==> config.mk <==
export PLATFORM = sky130hd
export DESIGN_NAME = add_check_mon
export DESIGN_NICKNAME = d
export VERILOG_FILES = /design/src/rtl/add_check_pkg.sv /design/src/rtl/add_check_dly.sv /design/src/rtl/add_check_mon.sv
export SDC_FILE = /design/constraint.sdc
export NUM_CORES = 1
export LEC_CHECK = 0
export ABC_AREA = 1
export ABC_CLOCK_PERIOD_IN_PS = 2100
export CORE_MARGIN = 3
export CORE_UTILIZATION = 52
export DETAILED_ROUTE_END_ITERATION = 12
export PLACE_DENSITY = 0.83
export SYNTH_ARGS = -nofsm -noshare
export SYNTH_HDL_FRONTEND = slang
export SYNTH_SLANG_ARGS = --single-unit
==> constraint.sdc <==
create_clock -name clk -period 2.1 [get_ports clk]
set_input_delay 0.315 -clock clk [delete_from_list [all_inputs] [get_ports clk]]
set_output_delay 0.315 -clock clk [all_outputs]
set_load 0.005 [all_outputs]
==> src/rtl/add_check_pkg.sv <==
// add_check_pkg: shared definitions for the adder response monitor.
//   state_t        - monitor FSM states (IDLE / RUN / DONE)
//   CNT_W_DEFAULT  - default width of the pass/error counters
package add_check_pkg;

    typedef enum logic [1:0] {
        IDLE = 2'd0,
        RUN  = 2'd1,
        DONE = 2'd2
    } state_t;

    localparam int CNT_W_DEFAULT = 16;

endpackage

==> src/rtl/add_check_dly.sv <==
// add_check_dly: LATENCY-stage delay line for an accepted operand pair plus
// its valid bit, so the monitor compares against the DUT result that belongs
// to it. LATENCY = 0 makes this a pure pass-through.
// Ports:
//   clk       in   clock, posedge
//   reset     in   synchronous active-high reset
//   clear     in   synchronous flush (start of a new run)
//   in_valid  in   operand pair accepted this cycle
//   in_data   in   W  packed operands {a, b}
//   out_valid out  delayed valid
//   out_data  out  W  delayed operands
module add_check_dly #(
    parameter int W       = 2,
    parameter int LATENCY = 0
) (
    input  logic         clk,
    input  logic         reset,
    input  logic         clear,
    input  logic         in_valid,
    input  logic [W-1:0] in_data,
    output logic         out_valid,
    output logic [W-1:0] out_data
);

    generate
        if (LATENCY == 0) begin : g_pass
            // Combinational DUT: compare in the same cycle as in_valid.
            logic unused_ok;
            assign unused_ok = ^{clk, reset, clear};
            assign out_valid = in_valid;
            assign out_data  = in_data;
        end else begin : g_pipe
            for (genvar gi = 0; gi < LATENCY; gi++) begin : g_stage
                logic [W:0] q_reg;
                if (gi == 0) begin : g_first
                    always_ff @(posedge clk) begin
                        if (reset || clear) q_reg <= '0;
                        else                q_reg <= {in_valid, in_data};
                    end
                end else begin : g_next
                    always_ff @(posedge clk) begin
                        if (reset || clear) q_reg <= '0;
                        else                q_reg <= g_stage[gi-1].q_reg;
                    end
                end
            end
            assign {out_valid, out_data} = g_stage[LATENCY-1].q_reg;
        end
    endgenerate

endmodule

==> src/rtl/add_check_mon.sv <==
// add_check_mon: self-checking response monitor for adder benches.
// Samples each accepted operand pair, delays it LATENCY cycles, and compares
// the DUT's {carry, sum} against a + b. Counts passes and mismatches
// (saturating), captures the operands of the first mismatch and reports done
// after NUM_VEC compares.
// Optional build macro: ADD_CHECK_STOP_ON_ERR_EN - when defined, the first
// mismatch ends the run immediately and in-flight vectors are discarded.
// Ports:
//   clk, reset        clock / synchronous active-high reset
//   start             begin a run (honoured in IDLE and DONE only)
//   in_valid, a, b    operands applied to the DUT this cycle
//   dut_o, dut_c      DUT sum and carry outputs
//   busy, done, fail  status (RUN, DONE, err_cnt != 0)
//   pass_cnt, err_cnt compare counters, CNT_W bits, saturating
//   first_a, first_b  operands of the first mismatch of the run
module add_check_mon
    import add_check_pkg::*;
#(
    parameter int WIDTH   = 1,
    parameter int LATENCY = 0,
    parameter int NUM_VEC = 4,
    parameter int CNT_W   = CNT_W_DEFAULT
) (
    input  logic             clk,
    input  logic             reset,
    input  logic             start,
    input  logic             in_valid,
    input  logic [WIDTH-1:0] a,
    input  logic [WIDTH-1:0] b,
    input  logic [WIDTH-1:0] dut_o,
    input  logic             dut_c,
    output logic             busy,
    output logic             done,
    output logic             fail,
    output logic [CNT_W-1:0] pass_cnt,
    output logic [CNT_W-1:0] err_cnt,
    output logic [WIDTH-1:0] first_a,
    output logic [WIDTH-1:0] first_b
);

    localparam int               IW        = $clog2(NUM_VEC + 1);
    localparam logic [IW-1:0]    NUM_VEC_C = IW'(NUM_VEC);

    state_t             state_reg, state_next;
    logic [IW-1:0]      issue_cnt_reg, check_cnt_reg;
    logic [CNT_W-1:0]   pass_cnt_reg, err_cnt_reg;
    logic [WIDTH-1:0]   first_a_reg, first_b_reg;

    logic               clear;
    logic               accept;
    logic               dly_valid;
    logic [WIDTH-1:0]   cmp_a, cmp_b;
    logic               cmp_valid;
    logic [WIDTH:0]     expected;
    logic               mismatch;
    logic               last_check;

    // Vectors beyond NUM_VEC in a run are silently dropped.
    assign accept = (state_reg == RUN) && in_valid && (issue_cnt_reg < NUM_VEC_C);

    add_check_dly #(
        .W       (2 * WIDTH),
        .LATENCY (LATENCY)
    ) u_dly (
        .clk       (clk),
        .reset     (reset),
        .clear     (clear),
        .in_valid  (accept),
        .in_data   ({a, b}),
        .out_valid (dly_valid),
        .out_data  ({cmp_a, cmp_b})
    );

    // Outside RUN nothing is compared, so a start in DONE always wins.
    assign cmp_valid  = dly_valid && (state_reg == RUN);
    assign expected   = {1'b0, cmp_a} + {1'b0, cmp_b};
    assign mismatch   = cmp_valid && ({dut_c, dut_o} != expected);
    assign last_check = cmp_valid && ((check_cnt_reg + IW'(1)) == NUM_VEC_C);

    always_ff @(posedge clk) begin
        if (reset) state_reg <= IDLE;
        else       state_reg <= state_next;
    end

    always_comb begin
        state_next = state_reg;
        clear      = 1'b0;
        case (state_reg)
            IDLE, DONE: begin
                if (start) begin
                    state_next = RUN;
                    clear      = 1'b1;
                end
            end
            RUN: begin
                if (last_check) begin
                    state_next = DONE;
                end
`ifdef ADD_CHECK_STOP_ON_ERR_EN
                else if (mismatch) begin
                    state_next = DONE;
                end
`endif
            end
            default: state_next = IDLE;
        endcase
    end

    always_ff @(posedge clk) begin
        if (reset || clear) begin
            issue_cnt_reg <= '0;
            check_cnt_reg <= '0;
            pass_cnt_reg  <= '0;
            err_cnt_reg   <= '0;
            first_a_reg   <= '0;
            first_b_reg   <= '0;
        end else begin
            if (accept)    issue_cnt_reg <= issue_cnt_reg + IW'(1);
            if (cmp_valid) check_cnt_reg <= check_cnt_reg + IW'(1);
            if (cmp_valid && !mismatch && (pass_cnt_reg != '1))
                pass_cnt_reg <= pass_cnt_reg + CNT_W'(1);
            if (mismatch) begin
                if (err_cnt_reg != '1) err_cnt_reg <= err_cnt_reg + CNT_W'(1);
                // err_cnt saturates rather than wraps, so zero means
                // "no mismatch yet in this run".
                if (err_cnt_reg == '0) begin
                    first_a_reg <= cmp_a;
                    first_b_reg <= cmp_b;
                end
            end
        end
    end

    assign busy     = (state_reg == RUN);
    assign done     = (state_reg == DONE);
    assign fail     = (err_cnt_reg != '0);
    assign pass_cnt = pass_cnt_reg;
    assign err_cnt  = err_cnt_reg;
    assign first_a  = first_a_reg;
    assign first_b  = first_b_reg;

endmodule

* Word-level counts from Yosys, hierarchy flattened
Cells that the tools add are included.
Storage, ports and cells: logic and storage cells 42, register bits 42, output and inout bits 37, input port bits 8
Cells by class: mux-type cells 5, equality and inequality tests 8, magnitude comparators 1, reductions and logical operators 16, add/subtract/negate cells 5
Operators with widths (number):
- 16-bit by 1-bit adder with 16-bit output (second input constant) | 2
- 16-bit inequality test (second input constant) | 2
- 16-bit logical NOT | 1
- 16-bit nonzero test | 1
- 1-bit logical AND | 7
- 3-bit by 1-bit adder with 3-bit output (second input constant) | 2
- 2-bit AND reduction | 3
- 2-bit two-way mux | 2
- 2-bit case mux with 2 select lines | 1
- 3-bit == test (second input constant) | 1
- 3-bit < comparator (second input constant) | 1
- 1-bit by 1-bit adder with 2-bit output | 1
- 2-bit by 1-bit == test with 1-bit output (second input constant) | 1
- 2-bit == test (second input constant) | 1
- 2-bit logical NOT | 1
- 1-bit two-way mux | 2
- 2-bit by 1-bit inequality test with 1-bit output (second input constant) | 1
- 2-bit inequality test | 1
- 2-bit inequality test (second input constant) | 1
- 2-bit OR reduction | 1
- 1-bit logical NOT | 1
- 1-bit logical OR | 1

* Logic depth before layout (Yosys ltp)
word-level depth 8, mapped depth 11, mapped depth without buffers 10

* Cells and area by module
A second synthesis with hierarchy kept.
Second synthesis, totals: cells, all modules 379, area total of the unflattened synthesis 2418.6 µm²
Modules (own cells, without submodules):
- add_check_mon | sequential area each 840.8 µm², instances 1, cells each 376, area an instance 2396.0 µm²
- add_check_dly | sequential area each 0.0 µm², instances 1, cells each 3, area an instance 22.5 µm²

* Least setup slack after synthesis
Ideal clock, no wire load.
path kind reg-to-reg, start register err_cnt_reg[0], in the netlist err_cnt[0], end register err_cnt_reg[10], in the netlist err_cnt[10], cell stages (with the launch flop) 10, setup time 0.115 ns, period minus slack after synthesis 1.510 ns, slack 0.590 ns, buffers on the path 1, required time 1.985 ns, arrival 1.395 ns, path through dfxtp_1 ha_1 nand3_1 inv_1 nand2_1 nor2_2 nor2_4 buf_4 a21oi_1 nor2_1
Between the ends: cells in the longest elaborated chain, start to end 2, elaborated cells on any way between the ends 3, those cells by class 1 x add/sub; 1 x eq/ne; 1 x reduce/logical
Ends and longest elaborated chain:
- start: declaration | line add_check_mon.sv:46 | logic [CNT_W-1:0] pass_cnt_reg, err_cnt_reg;
- start signal: assignment | line add_check_mon.sv:123 | if (err_cnt_reg != '1) err_cnt_reg <= err_cnt_reg + CNT_W'(1);
- parallel branches: the longest is 2 deep, another holds 16-bit by 1-bit adder with 16-bit output
Parallel ways; which one is timed is not known. A chain may end at the register's enable or synchronous reset.

* Worst setup path after layout
start register err_cnt_reg[1], in the netlist err_cnt[1], end output port fail
Between the ends: cells in the longest elaborated chain, start to end 1
Ends and longest elaborated chain:
- 16-bit nonzero test | line add_check_mon.sv:136 | assign fail = (err_cnt_reg != '0);
- end: declaration | line add_check_mon.sv:34 | output logic fail,
No other way between the ends.

==> results.ini <==
[setup_path]
end_kind=primary output
worst_setup_path_start_kind=register
worstPathRequired_ps=1780
arrival_ps=1680
reg2reg_depth=7
crit_type=register to primary output
critical_path.max_fanout=5
startpoint=err_cnt[1]
r2r_start=pass_cnt[1]

[grt]
grt_pass1_vias=2356
grt-busiest-layer=met2
met2_usage_pct=40.1
grt-ovfl-total=0
grtUsageMet1_pct=26.2
antenna_found_initial=0
grt_pass1_wl_um=9690
use_met3_pct=3.78
grt_max_degree=25
grt_usage_pct=22.4

[route]
drt_iter0_drc=101
wl_per_cell_um=11.6
vias_per_cell=5.21
drc=0
num_vias=2501
ant_nets=0
first_pass_iters=5
wl_um=5550

[floorplanning]
die_area_um2=5500
core_um2=4410
io_pins=45
rows=24
die_w_um=74.2
fp.dieH_um=74.2
initial_core_util_pct=54.8

[yosys]
synthFlopType=dfxtp_1
synth_compound_area_share_pct=9.21
yosysUniqueCellTypes=27
syn_area_um2=2420
async_flop_share_pct=0
synth_top_family_by_area=simple AND/OR/NAND/NOR gates
synth_xor_area_share_pct=3.26
ys_seq_elements=42
synthTopCellsByArea=dfxtp_1, nand2_1, nor2_1
synthSimpleGateAreaFrac_pct=41.5
synth_mux_area_share_pct=0
yosysTopAreaCell=dfxtp_1
synth-warning-count=0
synth-edff-count=0
synth_nets=391
synth_seq_area_share_pct=34.8
postSynthAreaPerCell_um2=6.43
synthAdderAreaFrac_pct=3.62
synth_top_area_share_pct=34.8
postSynthCellCount=376

[flow_run]
drv_cap=0

[cells_and_area]
syn_to_final_growth_pct=25.9
fin_nets=442
fin_util_pct=69.0
insertedDiodeCount=0
drive_gt1_share_pct=6.78

[pwr]
cellPowerDensity_nw_per_um2=520
leakagePower_uw=0.00118
ir_drop_mv=0.366

[timing]
finalMaxSlewViolations=0
fin_crit_sh_pct=95.1
setup_viol_count_final=0
worst-slew-pin-transition_ps=531
finalHoldViolCount=0
relSlewSlack_pct=64.6
finalClockSkew_ps=8.33
fin_crit_ps=2000
fin_setup_tns_ps=0
rsz0062_at_grt=false
fmax_mhz=501

[cts]
cts_max_path_buffers=2
clock_sinks=42
clkTransAtPathRegs_ps=80
post_cts_buffers=0
cts_root_buf=clkbuf_8
htree_num_levels=2
holdBufCountCts=0
cts_made_buffers=5
clk_latency_ps=300
ctsResizeCount=0
cts_tree=yes

[min_path]
hp-start=issue_cnt_reg[0]
whs_path_depth=1
min-delay-path-class=register to register

[run_status]
status=finished, final reports clean

[placement]
gp_congestion=0.797
port-buffer-count=44
place_hpwl_um=4110

## routing by layer
metal / vias to the layer above / wire length (um) / part of all wire [%]
li1: 1298 / - / -
met1: 1128 / 2460 / 44
met2: 63 / 2740 / 49
met3: 12 / 248 / 4.5
met4: 0 / 102 / 1.8
met5: - / 0 / 0
## critical path: stages (launching register included)
cell,delay [ps]
dfxtp_1,390
inv_1,60
ha_1,170
nand2_1,60
nor2_1,40
nand2_1,130
clkdlybuf4s50_1,520
## cell usage after synthesis (3+ instances only)
master and instances:
nand2_1 114, dfxtp_1 42, a21oi_1 31, o21ai_0 10, nand3_1 30, nor2_1 70, buf_6 3, xnor2_1 3
nor2_2 4, nand4_1 6, xor2_1 6, inv_1 33, ha_1 7
## final timing paths
check | slack, ps | endpoint
max | 100 | fail
min | 470 | issue_cnt_reg[0]
max reg2reg | 360 | pass_cnt[10]
min reg2reg | 470 | issue_cnt_reg[0]
## per-stage QoR
| step | worst slack [ps] | hold slack, ps | total power, uW | cells | area [um^2] |
|---|---|---|---|---|---|
| global placement | 91.6 | 448 | 960 | 472 | 2930 |
| detailed placement | 34.1 | 468 | 964 | 472 | 2930 |
| global route | 6.43 | 503 | 1650 | 480 | 3040 |
| CTS | 26.6 | 482 | 1590 | 480 | 3040 |
| finish | 104 | 470 | 1580 | 480 | 3040 |
| floorplan | 590 | 384 | 910 | 376 | 2420 |
## cells by family after synthesis
| kind of cell | Yosys count |
|---|---|
| AOI/OAI and AO/OA | 43 |
| adders and majority gates | 7 |
| xor gates and xnor gates | 9 |
| buffers and inverters | 42 |
| and+or+nand+nor | 233 |
| DFF | 42 |
## cell usage in the layout, fill, tap and decap left out, drive strengths merged
master / count
nor2: 77
nand3b: 1
nand3: 32
buf: 7
clkinv: 3
bufinv: 1
dfxtp: 42
xor2: 6
clkbuf: 5
nand4: 6
a21oi: 32
ha: 7
o21ai: 11
nor3: 2
xnor2: 3
inv: 34
nand2: 115
clkdlybuf4s50: 44
## power breakdown
part	internal, uW	total, uW	switching (uW)
Clock	350	637	287
Combinational	56.7	134	76.9
Sequential	804	811	7.14
## final cells by class
cell class / count / area (um^2)
clock buffer: 5 / 68.8
clock inverter: 3 / 40.0
fill: 390 / 1370
inverter: 35 / 131
multi-input combinational: 292 / 1390
sequential: 42 / 842
tap: 52 / 65.1
timing repair buffer: 51 / 505
(Power assumes the default switching activity.)
==> patch (config.mk and constraints unchanged) <==
`LATENCY` is set to 0 in 2 places; all go to 1. Comments in the files are not updated.
--- a/src/rtl/add_check_dly.sv
+++ b/src/rtl/add_check_dly.sv
@@ -11,7 +11,7 @@
 //   out_data  out  W  delayed operands
 module add_check_dly #(
     parameter int W       = 2,
-    parameter int LATENCY = 0
+    parameter int LATENCY = 1
 ) (
     input  logic         clk,
     input  logic         reset,
--- a/src/rtl/add_check_mon.sv
+++ b/src/rtl/add_check_mon.sv
@@ -17,7 +17,7 @@
     import add_check_pkg::*;
 #(
     parameter int WIDTH   = 1,
-    parameter int LATENCY = 0,
+    parameter int LATENCY = 1,
     parameter int NUM_VEC = 4,
     parameter int CNT_W   = CNT_W_DEFAULT
 ) (
Formal check against the unedited RTL: not equivalent (a bounded check fails within 4 cycles, from zero or initial values and one cycle with reset high).
==> patch against the original RTL <==
Synthesized area grew 0.31%. Sequential cell count rose by 3. Via count down 1.1%. Count of clock-buffer cells in the layout increased by 2. Non-clock buffer count shrank 4. Worst setup slack worse by 0.0030 ns. Sequential share of layout area is 2.0 points higher. Power increased by 3.3%. Utilization rose by 0.057 points. Sequential power is 6.4% higher. Wire length down 3.6%. Final area about the same. Cell count did not move. Combinational power down 34%. Critical path type unchanged. Largest power group unchanged. Highest routed layer unchanged.
==> patch: results (changes against the original RTL) <==
| Metric | Value |
|---|---|
| DR vias/cell | `5.152 (-1.1%)` |
| Area after DPL | `2925 µm² (-0.30%)` |
| Vias in the first global route | `2213 (-6.1%)` |
| Clk_skew | `0.008132 ns (-0.0001953 ns)` |
| GPL Wtd Cong | `0.8914 (+12%)` |
| Data arrival, critical path | `1.68 ns (about the same)` |
| DR iter-0 viols | `105 (+4.0%)` |
| Synthesized area per cell | `6.398 µm² (-0.48%)` |
| Adder-cell share of the synthesized area | `3.612% (-0.011 points)` |
| Synth unique cells | `24 (-11%)` |
| Sw frac | `21.35% (-2.1 points)` |
| Pre-antenna DRT Iters | `4 (-1)` |
| Worst IR Drop VDD | `505.6 µV (+38%)` |
| Rel. slew slack | `72.17% (+7.6 points)` |
| Pwr Total | `1.633 mW (+3.3%)` |
| Setup crit end | `fail` |
| Synth Area in XOR/XNOR | `1.445% (-1.8 points)` |
| Max Fclk | `500.2 MHz (-0.15%)` |
| Routed WL per cell | `11.15 µm (-3.6%)` |
| Synth area leaders | `dfxtp_1 37%, nand2_1 15%, nor2_1 14%` |
| CTS Buf Count | `5 (unchanged)` |
| Reg-to-reg slack, setup | `0.27 ns (-0.09 ns)` |
| First-pass GRT wire length | `9197 µm (-5.1%)` |
| Largest net degree at the start of global routing | `24 (-4.0%)` |
| DPL Wire Length | `3992 µm (-2.9%)` |
| Status | `completed` |
| Post-synth top cells | `95 x nand2_1, 90 x nor2_1, 45 x dfxtp_1` |
| Worst R2R End | `pass_cnt[5]$_SDFFE_PP0P_` |
| Static leakage | `1.165 nW (-1.5%)` |
| Syn_nets | `394 (+0.77%)` |
| Hold WS | `0.4594 ns (-0.01065 ns)` |
| Critical Path Start | `err_cnt[0]$_SDFFE_PP0P_` |
| Worst slack at placement | `0.2500 ns (+0.2158 ns)` |
| Post-synthesis compound-gate area fraction | `8.875% (-0.34 points)` |
| Reg2Reg Depth | `9 (+2)` |
| Seq pwr | `0.863 mW (+6.4%)` |
| Sequential-to-total area share from yosys stat | `37.15% (+2.4 points)` |
| Comb. pwr | `0.0880 mW (-34%)` |
| Total GRT Usage | `21.01% (-1.3 points)` |
| Port Buffer Count | `44 (unchanged)` |
| H-tree Lvls | `2 (unchanged)` |
## patch: cell types whose count changed after synthesis, moves of 4 or more
cell     change
o21ai_0      -5
nand4_1      -5
nor2_1      +20
o21ai_1      +7
nand3_1      +6
inv_1        -4
nand2_1     -19
## patch: cell type report
cell class                      count  area (µm²)
Tap cell                           52       65.06
Clock inverter                      1       30.03
Multi-Input combinational cell    294        1371
Sequential cell                    45       903.4
Timing Repair Buffer               47       462.9
Inverter                           34       127.6
Clock buffer                        7       86.33
Fill cell                         399        1368
## patch: timing repair
action                     4_1_cts  5_1_grt
gates resized for setup          0        3
setup endpoints to repair        0        3
hold endpoints to repair         0        0
setup buffers                    0        0
## patch: metal layers
layer	wire length (µm)	global-route usage (%)	vias to the layer above	share of wire, %
met5	0	0	-	0
met1	2434	25.23	1107	45
met2	2591	36.52	56	48
met4	80	7.115	0	1.5
li1	-	-	1303	-
met3	245	5.405	7	4.6
